<file path="config.mk">
export PLATFORM = sky130hd
export DESIGN_NAME = uart_cmd_framer
export DESIGN_NICKNAME = d
export VERILOG_FILES = /design/src/rtl/knight_pkg.sv /design/src/rtl/byte_timer.sv /design/src/rtl/uart_cmd_framer.sv
export SDC_FILE = /design/constraint.sdc
export NUM_CORES = 1
export LEC_CHECK = 0
export CORE_AREA = 2 2 69 71
export DETAILED_ROUTE_END_ITERATION = 10
export DIE_AREA = 0 0 71 73
export PLACE_DENSITY = 0.71
export SLEW_MARGIN = 20
export SYNTH_ARGS = -nofsm -noshare
export SYNTH_HDL_FRONTEND = slang
export SYNTH_SLANG_ARGS = --single-unit
</file>
<file path="constraint.sdc">
create_clock -name clk -period 1.93 [get_ports clk]
set_clock_uncertainty 0.1 [all_clocks]
set_input_delay 0.2895 -clock clk [delete_from_list [all_inputs] [get_ports clk]]
set_output_delay 0.2895 -clock clk [all_outputs]
set_load 0.05 [all_outputs]
</file>
<file path="src/rtl/knight_pkg.sv">
// rtl/knight_pkg.sv - shared types for the knight-side receive path
// Provides the framer state type used by uart_cmd_framer.
package knight_pkg;

    typedef enum logic {
        FRM_IDLE = 1'b0,
        FRM_LOW  = 1'b1
    } frm_state_t;

endpackage : knight_pkg

</file>
<file path="src/rtl/byte_timer.sv">
// rtl/byte_timer.sv - saturating inter-byte timer with terminal-count flag
// Ports:
//   clk    in  system clock
//   rst_n  in  synchronous active-low reset
//   clr    in  synchronous clear to zero (wins over en)
//   en     in  count enable
//   tc     out count has reached TIMEOUT_CYC-1
module byte_timer #(
    parameter int TIMEOUT_CYC = 1_000_000
) (
    input  logic clk,
    input  logic rst_n,
    input  logic clr,
    input  logic en,
    output logic tc
);

    localparam int W = $clog2(TIMEOUT_CYC);
    localparam logic [W-1:0] LAST = W'(TIMEOUT_CYC - 1);

    logic [W-1:0] count;

    // Holds at LAST rather than wrapping, so tc stays asserted until cleared.
    always_ff @(posedge clk) begin
        if (!rst_n) begin
            count <= '0;
        end else if (clr) begin
            count <= '0;
        end else if (en && !tc) begin
            count <= count + W'(1);
        end
    end

    assign tc = (count == LAST);

endmodule : byte_timer

</file>
<file path="src/rtl/uart_cmd_framer.sv">
// rtl/uart_cmd_framer.sv - rebuilds 16-bit commands from a UART byte stream
// Ports:
//   clk          in   system clock
//   rst_n        in   synchronous active-low reset
//   rx_rdy       in   UART byte available in rx_data
//   rx_data      in   received byte
//   clr_rx_rdy   out  combinational byte acknowledge to the UART
//   clr_cmd_rdy  in   consumer took cmd; clears cmd_rdy and overrun
//   cmd          out  assembled command {high, low}
//   cmd_rdy      out  cmd valid, held until clr_cmd_rdy
//   overrun      out  sticky: completion while cmd_rdy was still set
//   timeout_err  out  one-cycle pulse when a lone high byte is dropped
module uart_cmd_framer
    import knight_pkg::*;
#(
    parameter int TIMEOUT_CYC = 1_000_000
) (
    input  logic        clk,
    input  logic        rst_n,
    input  logic        rx_rdy,
    input  logic [7:0]  rx_data,
    output logic        clr_rx_rdy,
    input  logic        clr_cmd_rdy,
    output logic [15:0] cmd,
    output logic        cmd_rdy,
    output logic        overrun,
    output logic        timeout_err
);

    frm_state_t state;
    logic [7:0] hi_byte;
    logic       timer_tc;
    logic       complete;

    // Every byte is consumed in the cycle it is presented, whatever the state.
    assign clr_rx_rdy = rx_rdy & rst_n;
    assign complete   = (state == FRM_LOW) && rx_rdy;

    byte_timer #(
        .TIMEOUT_CYC (TIMEOUT_CYC)
    ) u_byte_timer (
        .clk   (clk),
        .rst_n (rst_n),
        .clr   ((state == FRM_IDLE) && rx_rdy),
        .en    (state == FRM_LOW),
        .tc    (timer_tc)
    );

    always_ff @(posedge clk) begin
        if (!rst_n) begin
            state       <= FRM_IDLE;
            hi_byte     <= 8'h00;
            cmd         <= 16'h0000;
            cmd_rdy     <= 1'b0;
            overrun     <= 1'b0;
            timeout_err <= 1'b0;
        end else begin
            timeout_err <= 1'b0;

            if (state == FRM_IDLE) begin
                if (rx_rdy) begin
                    hi_byte <= rx_data;
                    state   <= FRM_LOW;
                end
            end else begin
                // A low byte landing on the terminal cycle still completes.
                if (rx_rdy) begin
                    cmd   <= {hi_byte, rx_data};
                    state <= FRM_IDLE;
                end else if (timer_tc) begin
                    timeout_err <= 1'b1;
                    state       <= FRM_IDLE;
                end
            end

            if (complete) begin
                cmd_rdy <= 1'b1;
            end else if (clr_cmd_rdy) begin
                cmd_rdy <= 1'b0;
            end

            if (complete && cmd_rdy && !clr_cmd_rdy) begin
                overrun <= 1'b1;
            end else if (clr_cmd_rdy) begin
                overrun <= 1'b0;
            end
        end
    end

endmodule : uart_cmd_framer

</file>
==> results.toml <==
[worst_setup_path]
worst_r2r_endpoint = "u_byte_timer.count[19]$_SDFFE_PP0P_"
reg2reg_slack_ns = 0.06
crit_family = "buffers and inverters"
worstSetupEndpointType = "primary output"
r2r_cells = 5
setup.worst_path.start_class = "register"
slowest_stage = "clkdlybuf4s50_1"
cp_num_cells = 1
crit_type = "reg -> out"
endpoint = "cmd_rdy"
startpoint = "cmd_rdy$_SDFFE_PN0P_"
critPathArrivalTime_ns = 1.49
cp_data_required_time_ns = 1.54
critPathMaxStageDelay_ns = 0.81
worstPathCellList = "clkdlybuf4s50_1"
worst-path-buf-inv = 1
r2r-start = "u_byte_timer.count[0]$_SDFFE_PP0P_"
worstPathMaxFanout = 3

[floorplanning]
io_pins = 32
start_util = 0.443
fp.dieArea_mm2 = 0.00518
row_count = 25
core_area_mm2 = 0.00454
die_h_um = 73
die_width_um = 71

[clocking]
cts_sinks = 48
clock_latency_ns = 0.31
cts.htree.levels = 2
hold_buffers = 0
cts_buffer_depth = 2
root_buffer = "clkbuf_8"
cts_tree = "yes"
clkTransAtPathRegs_ns = 0.09
cts_buffers = 5

[synthesis]
synthCells = 248
ys_ff_latch = 48
synth_cell_types = 37
synth_nets = 261
syn_area_per_cell_um2 = 8.10
ys_seq_area_frac = 0.478
syn_area_mm2 = 0.00201
synth_enable_flop_cells = 0
yosys_most_used_dff = "dfxtp_1"
ys_warn_count = 0
async_reset_ff_frac = 0

[detailed_routing]
drt_pass1_iterations = 4
routedWlPerCell_um = 13.5
wirelength_um = 4810
ant_nets = 0
vias = 1909
drc = 0
viasPerCell = 5.36
drtIter0Drc = 163

[placed_design]
routabilityCongestion = 0.889
port_buffers = 31
dpl_cell_area_mm2 = 0.00255
hpwl_um = 3340
dp.cells = 347

[timing]
setup_violations = 0
min_period_ns = 1.88
hold_viol = 0
tightest_slew_ns = 0.512
post-route-period-util = 0.975
fmaxAchievable_mhz = 532
maxSlewViolCount = 0
fin_setup_tns_ns = 0
whs_ns = 0.347
slew_headroom = 0.658

[cells_and_area]
drive_above_1_share = 0.166
final_cell_mix = "58 x nand2_1, 43 x dfxtp_1, 32 x a21oi_1"
syn2layout_area_growth_pct = 33.6
final_common_cell = "nand2_1"
stdcell_area_mm2 = 0.00269
final_nets = 314
diodes = 0
instances_no_fill = 356

[min_path]
hold_path.class = "reg -> reg"
hold_depth = 2

[run]
cap_violations = 0

[grt]
antenna_found_initial = 0
grt_pass1_vias = 1731
grt_max_degree = 16
grt_usage = 0.191
grt_first_pass_wirelength_um = 7780
grt_overflow = 0

[power_and_ir_drop]
peakVddDrop_v = 0.000427
leakagePower_nw = 0.938
power_mw = 1.92
powerDensity_mw_per_mm2 = 715

[run_status]
outcome = "finished, final reports clean"
-- timing repair --
action	4_1_cts	5_1_grt
pin swaps	0	2
gates resized for setup	3	7
hold endpoints to repair	0	0
setup endpoints to repair	4	8
cloned	0	0
buffers inserted	0	1
-- where the power goes --
group / switching, mW / internal, mW
Clock: 0.358 / 0.293
Combinational: 0.131 / 0.0971
Sequential: 0.0211 / 1.02
-- metrics by stage --
stage | setup WS [ns] | utilization
after floorplan | 0.0269 | -
after global placement | 0.0538 | 0.562
after detailed placement | -0.0390 | 0.562
after CTS | 0.0201 | 0.586
after global routing | -0.00708 | 0.592
final | 0.0487 | 0.592
-- routing by layer --
layer,global-route usage,wire (um)
met1,0.258,2310
met2,0.289,2210
met3,0.0456,206
met4,0.0901,82
met5,0,0
-- Yosys cell counts (2+ instances only) --
library cell / count / area [um^2]
a21oi_1: 32 / 160
and2_1: 2 / 12.5
and3_1: 4 / 25.0
and4_1: 2 / 17.5
clkbuf_1: 11 / 41.3
dfxtp_1: 48 / 961
inv_1: 7 / 26.3
nand2_1: 58 / 218
nand2b_1: 2 / 12.5
nand3_1: 13 / 65.1
nand4_1: 2 / 12.5
nand4_2: 2 / 25.0
nor2_1: 14 / 52.6
nor3_1: 4 / 20.0
nor4_1: 3 / 18.8
nor4b_1: 3 / 26.3
o211ai_1: 2 / 15.0
o21ai_0: 3 / 15.0
o31ai_1: 3 / 22.5
or3_1: 3 / 18.8
or3_4: 2 / 22.5
or4_1: 7 / 52.6
xnor2_1: 7 / 61.3
-- worst register-to-register path, stage by stage (launching register included) --
cell and delay, ns:
dfxtp_2 0.38, buf_4 0.14, nand4_2 0.08, or3_4 0.44, or4_1 0.50, a21oi_1 0.16
-- cell families (layout without fill, tap and decap cells) --
| logic type | Yosys count | in the layout | share of synthesized area |
|---|---|---|---|
| adders and majority gates | 1 | 1 | 0.00623 |
| xor gates and xnor gates | 8 | 8 | 0.0349 |
| AOI/OAI and AO/OA | 47 | 47 | 0.132 |
| DFF | 48 | 48 | 0.478 |
| buffers and inverters | 19 | 73 | 0.0355 |
| and+or+nand+nor | 125 | 125 | 0.313 |
-- how the worst min path moves through the flow --
stage	startpoint	end	slack [ns]
floorplan	clr_cmd_rdy	overrun$_SDFFE_PN0P_	0.27
global placement	hi_byte[5]$_SDFFE_PN0P_	cmd[13]$_SDFFE_PN0N_	0.33
detailed placement	hi_byte[5]$_SDFFE_PN0P_	cmd[13]$_SDFFE_PN0N_	0.34
CTS	hi_byte[5]$_SDFFE_PN0P_	cmd[13]$_SDFFE_PN0N_	0.35
global route	hi_byte[0]$_SDFFE_PN0P_	cmd[8]$_SDFFE_PN0N_	0.38
finish	hi_byte[5]$_SDFFE_PN0P_	cmd[13]$_SDFFE_PN0N_	0.35
-- layout make-up --
cell class                 instances  area [um^2]
clock inverter                     2         13.8
tap                               54         67.6
fill                             399         1850
timing repair buffer              58          523
multi-input combinational        181         1000
inverter                           7         26.3
clock buffer                       6         82.6
sequential                        48          970
-- flip-flops by register name, summed over array words and instances (netlist names) --
name,flops
u_byte_timer.count,20
cmd,16
hi_byte,8
cmd_rdy,1
overrun,1
state,1
timeout_err,1
No activity file was read; power rests on OpenSTA's default activity.
